`config.mk`:
```
export PLATFORM = sky130hd
export DESIGN_NAME = serial_magnitude_comparator
export DESIGN_NICKNAME = d
export VERILOG_FILES = /design/src/rtl/serial_cmp_pkg.sv /design/src/rtl/cmp_bit_cell.sv /design/src/rtl/serial_magnitude_comparator.sv
export SDC_FILE = /design/constraint.sdc
export NUM_CORES = 1
export LEC_CHECK = 0
export CAP_MARGIN = 20
export CELL_PAD_IN_SITES_DETAIL_PLACEMENT = 1
export CELL_PAD_IN_SITES_GLOBAL_PLACEMENT = 1
export CORE_MARGIN = 1.5
export CORE_UTILIZATION = 39
export DETAILED_ROUTE_END_ITERATION = 8
export PLACE_DENSITY = 0.72
export SLEW_MARGIN = 20
export SYNTH_ARGS = -nofsm -noshare
export SYNTH_HDL_FRONTEND = slang
export SYNTH_SLANG_ARGS = --single-unit
```
`constraint.sdc`:
```
create_clock -name clk -period 1.76 [get_ports clk]
set_input_delay 0.352 -clock clk [delete_from_list [all_inputs] [get_ports clk]]
set_output_delay 0.352 -clock clk [all_outputs]
set_load 0.02 [all_outputs]
```
`src/rtl/serial_cmp_pkg.sv`:
```
// Shared types for the bit-serial magnitude comparator: FSM state encoding
// and the internal result code used while a comparison is in progress.
package serial_cmp_pkg;

    typedef enum logic [1:0] {
        ST_IDLE = 2'b00,
        ST_RUN  = 2'b01,
        ST_DONE = 2'b10
    } state_t;

    localparam logic [1:0] CMP_EQ = 2'b00;
    localparam logic [1:0] CMP_GT = 2'b01;
    localparam logic [1:0] CMP_LT = 2'b10;

endpackage : serial_cmp_pkg

```
`src/rtl/cmp_bit_cell.sv`:
```
// One-bit compare cell. o_diff flags a mismatch; o_gt says A's bit wins.
// i_invert swaps the winner, which is how the sign bit of a two's-complement
// operand is handled (a set sign bit means the smaller value).
module cmp_bit_cell (
    input  logic i_a,
    input  logic i_b,
    input  logic i_invert,
    output logic o_diff,
    output logic o_gt
);

    assign o_diff = i_a ^ i_b;
    assign o_gt   = o_diff & (i_a ^ i_invert);

endmodule : cmp_bit_cell

```
`src/rtl/serial_magnitude_comparator.sv`:
```
// Bit-serial magnitude/equality comparator, MSB first, one bit per clock.
// Build option: define SERIAL_CMP_EARLY_EXIT_EN to finish on the first
// differing bit instead of always scanning all WIDTH bits.
module serial_magnitude_comparator #(
    parameter int WIDTH = 5
) (
    input  logic             clk,
    input  logic             reset_n,
    input  logic             start,
    input  logic             signed_mode,
    input  logic [WIDTH-1:0] a,
    input  logic [WIDTH-1:0] b,
    output logic             busy,
    output logic             done,
    output logic             eq,
    output logic             gt,
    output logic             lt
);

    import serial_cmp_pkg::*;

    localparam int CNT_W = $clog2(WIDTH + 1);
    localparam logic [CNT_W-1:0] LAST_CNT = CNT_W'(WIDTH - 1);

    state_t           r_state;
    state_t           w_state_next;
    logic [WIDTH-1:0] r_a_sh;
    logic [WIDTH-1:0] r_b_sh;
    logic [CNT_W-1:0] r_cnt;
    logic             r_signed;
    logic             r_decided;
    logic [1:0]       r_code;
    logic             r_eq;
    logic             r_gt;
    logic             r_lt;

    logic             w_accept;
    logic             w_invert;
    logic             w_diff;
    logic             w_bit_gt;
    logic             w_last;
    logic             w_finish;
    logic [1:0]       w_final_code;

    // A request is honoured in IDLE and DONE; while scanning it is ignored.
    assign w_accept = start && (r_state != ST_RUN);
    // Only the sign bit (first bit scanned) of a signed compare is inverted.
    assign w_invert = r_signed && (r_cnt == '0);
    assign w_last   = (r_cnt == LAST_CNT);

    cmp_bit_cell u_cell (
        .i_a      (r_a_sh[WIDTH-1]),
        .i_b      (r_b_sh[WIDTH-1]),
        .i_invert (w_invert),
        .o_diff   (w_diff),
        .o_gt     (w_bit_gt)
    );

`ifdef SERIAL_CMP_EARLY_EXIT_EN
    assign w_finish = w_last || (w_diff && !r_decided);
`else
    assign w_finish = w_last;
`endif

    // Result as it stands after the bit being compared this cycle.
    always_comb begin
        w_final_code = CMP_EQ;
        if (r_decided) begin
            w_final_code = r_code;
        end else if (w_diff) begin
            w_final_code = w_bit_gt ? CMP_GT : CMP_LT;
        end
    end

    // State register.
    always_ff @(posedge clk or negedge reset_n) begin
        if (!reset_n) begin
            r_state <= ST_IDLE;
        end else begin
            r_state <= w_state_next;
        end
    end

    // Next-state logic.
    always_comb begin
        w_state_next = r_state;
        case (r_state)
            ST_IDLE: if (start) w_state_next = ST_RUN;
            ST_RUN:  if (w_finish) w_state_next = ST_DONE;
            ST_DONE: w_state_next = start ? ST_RUN : ST_IDLE;
            default: w_state_next = ST_IDLE;
        endcase
    end

    // Operand shift registers, bit counter, running decision and result flags.
    always_ff @(posedge clk or negedge reset_n) begin
        if (!reset_n) begin
            r_a_sh    <= '0;
            r_b_sh    <= '0;
            r_cnt     <= '0;
            r_signed  <= 1'b0;
            r_decided <= 1'b0;
            r_code    <= CMP_EQ;
            r_eq      <= 1'b0;
            r_gt      <= 1'b0;
            r_lt      <= 1'b0;
        end else if (w_accept) begin
            r_a_sh    <= a;
            r_b_sh    <= b;
            r_cnt     <= '0;
            r_signed  <= signed_mode;
            r_decided <= 1'b0;
            r_code    <= CMP_EQ;
            r_eq      <= 1'b0;
            r_gt      <= 1'b0;
            r_lt      <= 1'b0;
        end else if (r_state == ST_RUN) begin
            r_a_sh <= {r_a_sh[WIDTH-2:0], 1'b0};
            r_b_sh <= {r_b_sh[WIDTH-2:0], 1'b0};
            r_cnt  <= r_cnt + 1'b1;
            // First mismatch decides; later bits never override it.
            if (!r_decided && w_diff) begin
                r_decided <= 1'b1;
                r_code    <= w_final_code;
            end
            // Publish the one-hot result as DONE is entered.
            if (w_finish) begin
                r_eq <= (w_final_code == CMP_EQ);
                r_gt <= (w_final_code == CMP_GT);
                r_lt <= (w_final_code == CMP_LT);
            end
        end
    end

    assign busy = (r_state == ST_RUN);
    assign done = (r_state == ST_DONE);
    assign eq   = r_eq;
    assign gt   = r_gt;
    assign lt   = r_lt;

endmodule : serial_magnitude_comparator

```
==> summary.md, run 1 <==
| Metric | Value |
|---|---|
| Power density over cell area | around 1500 mW/mm^2 |
| Clk pwr share | approximately an eighth |
| Worst-Margin Slew | 288 ps |
| Clock Path Buffers | 2 |
| Initial Util | between 40% and 50% |
| Adder-cell share of the synthesized area | around 2.3% |
| FF-to-FF Start | r_cnt[0] |
| Peak Freq | 604 MHz |
| Count of pins over their slew limit | 0 |
| Synthesis-to-layout area growth | 23.2% |
| Area leader, netlist | dfrtp_1 |
| Number of synthesized register bits | 22 |
| Nets | ~140 |
| Period minus WS final | between 1500 and 2000 ps |
| Critical Path Source | r_cnt[0] |
| Synth Warn # | 0 |
| Post-synth top area share | between 50% and 60% |
| Syn_nets | 120 |
| Seq pwr share | ~45% |
| Total track usage | roughly 16% |
| Sw Share | ~40% |
| Count of flip-flops with a built-in enable after synthesis | 0 |
| Layout cell share with drive strength beyond 1 | between 10% and 20% |
| Drt pass-1 iters | 3 |
| Worst clock skew | roughly 1.5 ps |
| Root buf cell | clkbuf_4 |
| Hold Path Class | in2async |
| Synth area leaders | dfrtp_1, mux2i_1, o21ai_0, nand2_1, nand2b_4 |
| Die area | ~0.0031 sq mm |
| Reg clk slew, reported paths | 120 ps |
| Simple-gate portion of the synthesized area | 16.2% |
| H-tree depth | 1 |
| Commonest cells post-synth | dfrtp_1, nand2_1, o21ai_0 |
| Detail Route Antenna Nets | 0 |
| Synthesized area per cell | roughly 10 sq um |
| Dpl ws | between 100 and 150 ps |
| Initial DRC Count | 15 |
| IO Pins | 19 |
| Gpl congestion | between 0.6 and 0.7 |
| RSZ-0062 raised after global routing | false |
| Max-cap violation count | 0 |
| Setup CP Type | reg2reg |
| WL/cell | 14.3 um |
| Routed vias | 824 |
| Leak | 0.635 nW |
| Fill cells | 292 |
| Post-synthesis compound-gate area fraction | between 10% and 20% |
| TritonCTS Buffers | 3 |
| Most used DFF post-synth | dfrtp_1 |
| Mux contribution to synthesized area | a little over an eighth |
| Largest net degree at the start of global routing | 25 |
| Initial antenna violation count | 0 |
| Most frequent cell after synthesis | dfrtp_1 |
| P_sw | around 0.00077 W |
| Die height | roughly 56 um |
| Synth Area in XOR/XNOR | 0% |
| Routed vias/inst | about 5.3 |
| Comb pwr share | 43.5% |
| Startpoint types | flop |
| CP Capture Type | flop |
| CTS tree | yes |
| CTS Sinks | 22 |
| DRT Wirelength | between 2 and 2.5 mm |
| Core Box Area | 0.00254 sq mm |
| Final hold viol count | 0 |
| Sequential area share after synthesis | 50.9% |
| Post-CTS Setup Inserts | 0 |
| Status | finished clean |
| DRC viols | 0 |
| Synth unique cells | 25 |
| Internal power | 0.00118 W |
| Die Wd | about 56 um |
| Post-CTS Hold Fix Bufs | 0 |
| Clk_lat worst skew | about 300 ps |
| Global route overflow | 0 |
| Ys async rst share | 100% |
| Post-DP HPWL | 1.69 mm |
| Global-route wire length before repair | 3.91 mm |
| Worst EP required | between 1500 and 2000 ps |
| Final setup viols | 0 |
| Final WS setup | 104 ps |
| # rows | 18 |
| Max FO, Critical Path | 4 |
| Vias in the first global route | roughly 900 |
| I/O Buffers | 18 |
| Fin Setup TNS | 0 ps |
| Post-Syn Instances | about 100 |
| Slew Limit Headroom | 80.8% |
| Critical Path AT | between 1500 and 2000 ps |
| Mapped Area | between 0.001 and 0.0015 sq mm |
| Largest family of logic cells by synthesized area | simple AND/OR/NAND/NOR gates |
| Worst VDD drop | approximately 0.68 mV |
| # diodes | 0 |
| Tcrit/Tclk final | between 90% and 100% |
stage by stage:
| stage | total power (W) | utilization [%] | hold slack (ps) | instance area (sq um) | std cells |
|---|---|---|---|---|---|
| 3_3_place_gp | 0.00171 | 51.6 | 463 | 1310 | 152 |
| 2_1_floorplan | 0.00145 | - | 56.4 | 1080 | 104 |
| 5_1_grt | 0.00211 | 52.4 | 418 | 1330 | 155 |
| 6_report | 0.00195 | 52.4 | 381 | 1330 | 155 |
| 4_1_cts | 0.00198 | 52.4 | 389 | 1330 | 155 |
| 3_5_place_dp | 0.00175 | 51.6 | 477 | 1310 | 152 |
power groups by stage:
| stage | Sequential (W) | Clock [W] | Combinational [W] |
|---|---|---|---|
| global route | 0.000900 | 0.000262 | 0.000946 |
| CTS | 0.000868 | 0.000246 | 0.000862 |
| finish | 0.000868 | 0.000232 | 0.000846 |
| global placement | 0.000869 | 0 | 0.000844 |
| detailed placement | 0.000880 | 0 | 0.000868 |
| floorplan | 0.000843 | 0 | 0.000605 |
what timing repair did:
item | in CTS | in global routing
hold endpoints to repair | 0 | 0
gates resized for setup | 2 | 0
endpoints found under the setup margin | 2 | 0
critical path: stages (launching register included):
cell and delay, ps:
dfrtp_1 440, inv_1 70, ha_1 230, nand3b_4 120, mux2_4 320, o21a_1 180, a22o_1 190
sequential cells by signal, indices dropped and copies added, names as in the netlist:
register   count
r_decided      1
lt             1
r_code         2
eq             1
r_cnt          3
r_a_sh         5
r_signed       1
r_state        2
r_b_sh         5
gt             1
cells in the final DEF (no fill, tap or decap), drive strengths merged:
master         netlist  routed
a211o                1       1
a21oi                2       2
a22o                 2       2
a31oi                1       1
and3                 1       1
buf                  4       5
clkbuf               1       3
clkdlybuf4s50        0      16
dfrtp               22      22
dlygate4sd2          0       2
ha                   2       2
inv                  5       5
mux2                 3       3
mux2i               11      11
nand2               16      16
nand2b               3       3
nand3                3       3
nand3b               1       1
nor2                 5       5
nor2b                1       1
nor3b                2       2
o21a                 1       1
o21ai               15      15
o2bb2ai              1       1
o31ai                1       1
area by class of cell:
class                      instances  area [sq um]  area share [%]
multi-input combinational         72           489            36.7
sequential                        22           551            41.3
tap                               30          37.5            2.81
clock buffer                       3          22.5            1.69
inverter                           5          18.8            1.41
timing repair buffer              23           215            16.1
metal layers:
metal | track usage [%] | wire length (um)
met4 | 7.32 | 34
met5 | 0 | 0
met2 | 27.2 | 1050
met1 | 19.9 | 1050
met3 | 2.56 | 71
path summary, 6_finish.rpt:
check	to	slack, ps	cells past startpoint
max	eq	100	6
min	r_signed	380	2
max reg2reg	eq	100	6
min reg2reg	r_a_sh[4]	500	2
max in group asynchronous	r_code[0]	1150	2
min in group clk	r_a_sh[4]	500	2
cells by family (layout without fill, tap and decap cells):
| kind of cell | Yosys count | after routing |
|---|---|---|
| AO/OA/AOI/OAI | 24 | 24 |
| adder cells (fa/ha/maj) | 2 | 2 |
| buffers and inverters | 10 | 31 |
| flip-flops | 22 | 22 |
| multiplexers | 14 | 14 |
| AND/OR/NAND/NOR | 32 | 32 |
Note: power is estimated with default switching activity, not from simulation.
==> run 2, diff against run 1 <==
- SKIP_CTS_REPAIR_TIMING: not set -> 1
==> run 2 against run 1 <==
  * Sequential power hardly changed
  * Clock power hardly changed
  * First-iteration DRC count is 20% lower
  * Highest routed layer unchanged
  * Non-clock buffer count stayed put
  * Utilization is 0.30 points higher
  * Largest power group unchanged
  * Largest cell class unchanged
==> summary.md, run 2 (synthesized netlist as in run 1, its figures left out) <==
| Metric | Value |
|---|---|
| Status | finished clean |
| Reg2Reg Capture Point | eq |
| P_sw | approximately 0.00077 W |
| Clk pwr share | about an eighth |
| Internal power | around 0.0012 W |
| Worst EP required | ~2000 ps |
| Count of pins over their slew limit | 0 |
| Clock Path Buffers | 2 |
| Critical Path AT | between 1500 and 2000 ps |
| Leak | about 0.65 nW |
| Setup CP Type | reg2reg |
| Synthesis-to-layout area growth | 23.9% |
| Reg clk slew, reported paths | around 120 ps |
| Post-DP HPWL | about 1.7 mm |
| Largest net degree at the start of global routing | 25 |
| Comb pwr share | about 44% |
| Nets | around 140 |
| Vias in the first global route | around 900 |
| Root buf cell | clkbuf_4 |
| CTS Sinks | 22 |
| Period minus WS final | 1660 ps |
| Routed vias/inst | 5.30 |
| Register area | approximately 550 sq um |
| Max FO, Critical Path | 4 |
| Die height | roughly 56 um |
| Fill cells | just under 300 |
| Hold Path Class | in2async |
| Max-cap violation count | 0 |
| Layout cell share with drive strength beyond 1 | 11.2% |
| FF-to-FF Start | r_cnt[0] |
| Sw Share | approximately two fifths |
| Initial DRC Count | 12 |
| IO Pins | 19 |
| Power density over cell area | 1460 mW/mm^2 |
| R2R cell count | 6 |
| Initial antenna violation count | 0 |
| Worst-Margin Slew | 288 ps |
| Initial Util | a little over two fifths |
| I/O Buffers | 18 |
| Most frequent cells in the layout | dfrtp_1, nand2_1, clkdlybuf4s50_1 |
| Die area | approximately 0.0031 sq mm |
| Global route overflow | 0 |
| Worst clock skew | around 1.5 ps |
| Peak Freq | 604 MHz |
| Clk_lat worst skew | 300 ps |
| Worst VDD drop | 0.681 mV |
| DRC viols | 0 |
| Slew Limit Headroom | between 80 and 90% |
| Most common cell after layout, fill and taps aside | dfrtp_1 |
| Hold Worst Slack | 381 ps |
| R2r setup slk | around 100 ps |
| # rows | 18 |
| H-tree depth | 1 |
| CTS tree | yes |
| CP Capture Type | flop |
| Global-route wire length before repair | about 3.9 mm |
| Total Power | between 0.0015 and 0.002 W |
| Die Wd | approximately 56 um |
| Final hold viol count | 0 |
| Seq pwr share | between 40% and 50% |
| Final core occ | a little over half |
| Post-Place Cells | roughly 150 |
| Startpoint types | flop |
| Detail Route Antenna Nets | 0 |
| Total track usage | ~16% |
| TritonCTS Buffers | 3 |
| # diodes | 0 |
| Drt pass-1 iters | 3 |
| Final setup viols | 0 |
| Multi-input gate area | 489 sq um |
| DRT Wirelength | 2.21 mm |
| Layout Cells excl Fill | 155 |
| Routed vias | roughly 820 |
| Gpl congestion | approximately 0.7 |
| Top Registers | r_a_sh x5, r_b_sh x5, r_cnt x3 |
| Tcrit/Tclk final | 94.1% |
| Core Box Area | between 0.002 and 0.003 sq mm |
| WL/cell | approximately 14 um |
| RSZ-0062 raised after global routing | false |
## run 2: changes by cell type in the layout (fill, tap and decap cells not counted), sizes merged
cell          delta
dlygate4sd2      -2
dlymetal6s2s     +2
## run 2: power by group through the flow
stage	logic [W]	clock network, W	registers [W]
final	0.000853	0.000232	0.000867
after global routing	0.000954	0.000262	0.000900
after CTS	0.000873	0.000246	0.000868
after detailed placement	0.000868	0	0.000880
after global placement	0.000844	0	0.000869
after floorplan	0.000605	0	0.000843
## run 2: cell type report
type | instances | share of cell area (%)
Timing Repair Buffer | 23 | 16.6
Clock buffer | 3 | 1.68
Multi-Input combinational cell | 72 | 36.5
Inverter | 5 | 1.40
Sequential cell | 22 | 41.0
Tap cell | 30 | 2.80
## run 2: worst max path at each step
stage	from	to	slack, ps	cells after the start
finish	r_cnt[0]	eq	100	6
global route	r_cnt[0]	eq	40	6
CTS	r_state[1]	busy	-180	3
detailed placement	r_cnt[0]	eq	120	6
global placement	r_cnt[0]	eq	160	6
floorplan	r_cnt[0]	eq	250	6
## run 2: stage by stage
step	instance area [sq um]	worst slack (ps)	TNS, ps
floorplan	1080	249	0
global placement	1310	159	0
detailed placement	1310	116	0
CTS	1340	-182	-253
global route	1340	44.2	0
finish	1340	104	0
## run 2: layer usage
| metal | part of all wire [%] | track usage, % |
|---|---|---|
| met1 | 48 | 19.9 |
| met2 | 47 | 27.2 |
| met3 | 3.3 | 2.56 |
| met4 | 1.5 | 7.32 |
| met5 | 0 | 0 |
## run 2: worst max-delay path: stages, from the launching register on
cell and delay, ps:
dfrtp_1 440, inv_1 70, ha_1 230, nand3b_4 120, mux2_4 320, o21a_1 180
a22o_1 190
==> run 3, diff against run 2 <==
- CTS_BUF_LIST: not set -> sky130_fd_sc_hd__clkbuf_16
==> run 3 against run 2 <==
  * Non-clock buffer count unchanged
  * Design area grew 3.9%
  * Clock power up 100%
  * Clock skew increased by 2.5 ps
  * Count of clock-buffer cells in the layout stayed put
  * Die area unchanged
==> summary.md, run 3 (synthesized netlist as in run 1, its figures left out) <==
| Metric | Value |
|---|---|
| Die Wd | about 56 um |
| Critical Path AT | about 1800 ps |
| Bufs and invs on worst path | 1 |
| Layout Cells excl Fill | between 150 and 200 |
| Top Registers | r_a_sh x5, r_b_sh x5, r_cnt x3 |
| Dpl ws | 116 ps |
| Largest net degree at the start of global routing | 25 |
| Final setup viols | 0 |
| H-tree depth | 1 |
| Initial Util | between 40% and 50% |
| IO Pins | 19 |
| Reg clk slew, reported paths | around 60 ps |
| Die height | 55.7 um |
| Layout cell share with drive strength beyond 1 | approximately 11% |
| Worst-Margin Slew | about 290 ps |
| Core Box Area | between 0.002 and 0.003 sq mm |
| Startpoint types | flop |
| Max layer used | met4 |
| CP Capture Type | flop |
| Most frequent cells in the layout | dfrtp_1, nand2_1, clkdlybuf4s50_1 |
| Die area | 0.00310 sq mm |
| Worst clock skew | 4.05 ps |
| Post-Place Cells | around 150 |
| Post-DP HPWL | approximately 1.7 mm |
| Fill cells | about 290 |
| CTS tree | yes |
| Worst VDD drop | 0.781 mV |
| Global route overflow | 0 |
| Peak Freq | about 610 MHz |
| Drt pass-1 iters | 4 |
| FF-to-FF Start | r_cnt[0] |
| Critical Path Slowest Stage Cell | dfrtp_1 |
| # diodes | 0 |
| DRC viols | 0 |
| Detail Route Antenna Nets | 0 |
| Worst path max stage delay | approximately 420 ps |
| Final core occ | a little over half |
| Vias in the first global route | 900 |
| Routed vias/inst | roughly 5.3 |
| Final hold viol count | 0 |
| Root buf cell | clkbuf_16 |
| Period minus WS final | ~1600 ps |
| Max FO, Critical Path | 4 |
| Gpl congestion | between 0.6 and 0.7 |
| Routed vias | between 800 and 900 |
| Dominant delay contributor by cell family on the critical path | flip-flops |
| DR WL met2 | roughly 1.1 mm |
| Count of pins over their slew limit | 0 |
| Global-route wire length before repair | 3.94 mm |
| CTS Sinks | 22 |
| Fin Setup TNS | 0 ps |
| Max-cap violation count | 0 |
| Final WS setup | roughly 120 ps |
| DRT Wirelength | 2.21 mm |
| # rows | 18 |
| Hold Path Class | in2async |
| Most common cell after layout, fill and taps aside | dfrtp_1 |
| Worst EP required | about 1900 ps |
| M1 WL | 1.05 mm |
| I/O Buffers | 18 |
| Critical Path Source | r_cnt[0] |
| Clk_lat worst skew | approximately 250 ps |
| RSZ-0062 raised after global routing | false |
| Initial DRC Count | 13 |
| Setup CP Type | reg2reg |
| Leak | roughly 0.68 nW |
| Clock Path Buffers | 2 |
| Initial antenna violation count | 0 |
| Status | finished clean |
| WL/cell | 14.3 um |
| Nets | between 100 and 150 |
| TritonCTS Buffers | 3 |
| Power density over cell area | ~1600 mW/mm^2 |
| Tcrit/Tclk final | 93.4% |
| Routed length on met3 | around 72 um |
| Slew Limit Headroom | 80.9% |
| Worst path cell trace | inv_1, ha_1, nand3b_4, mux2_4, o21a_1, a22o_1 |
| Synthesis-to-layout area growth | 28.8% |
| Total track usage | between 10% and 20% |
[run 3: cell counts in the layout (fill, tap and decap cells not counted)]
No cell type changed its count.
[run 3: cell type report]
| type | count | area [sq um] | share of cell area (%) |
|---|---|---|---|
| multi-input combinational | 72 | 489 | 35.1 |
| timing repair buffer | 23 | 223 | 16.0 |
| inverter | 5 | 18.8 | 1.35 |
| tap | 30 | 37.5 | 2.69 |
| clock buffer | 3 | 75.1 | 5.39 |
| sequential | 22 | 551 | 39.5 |
[run 3: path summary, 6_finish.rpt]
check                      slack [ps]         to  depth (start not counted)
min                               450         gt                          2
max reg2reg                       120         eq                          6
min reg2reg                       490  r_a_sh[4]                          2
min in group clk                  490  r_a_sh[4]                          2
max                               120         eq                          6
max in group asynchronous        1080  r_b_sh[3]                          2
[run 3: routing by layer]
metal,track usage [%],up-vias
li1,-,402
met2,28.2,16
met1,19.9,398
met5,0,-
met3,3.26,2
met4,4.18,0
[run 3: power by group]
part / internal, W / switching [W] / total [W]
Sequential: 0.000703 / 0.000167 / 0.000870
Clock: 0.000300 / 0.000173 / 0.000473
Combinational: 0.000409 / 0.000447 / 0.000856
Total: 0.00141 / 0.000787 / 0.00220
[run 3: metrics by stage]
stage	hold WS [ps]	power, W	instance area, sq um
global route	506	0.00237	1390
finish	454	0.00220	1390
global placement	463	0.00171	1310
detailed placement	477	0.00175	1310
CTS	470	0.00224	1390
floorplan	56.4	0.00145	1080
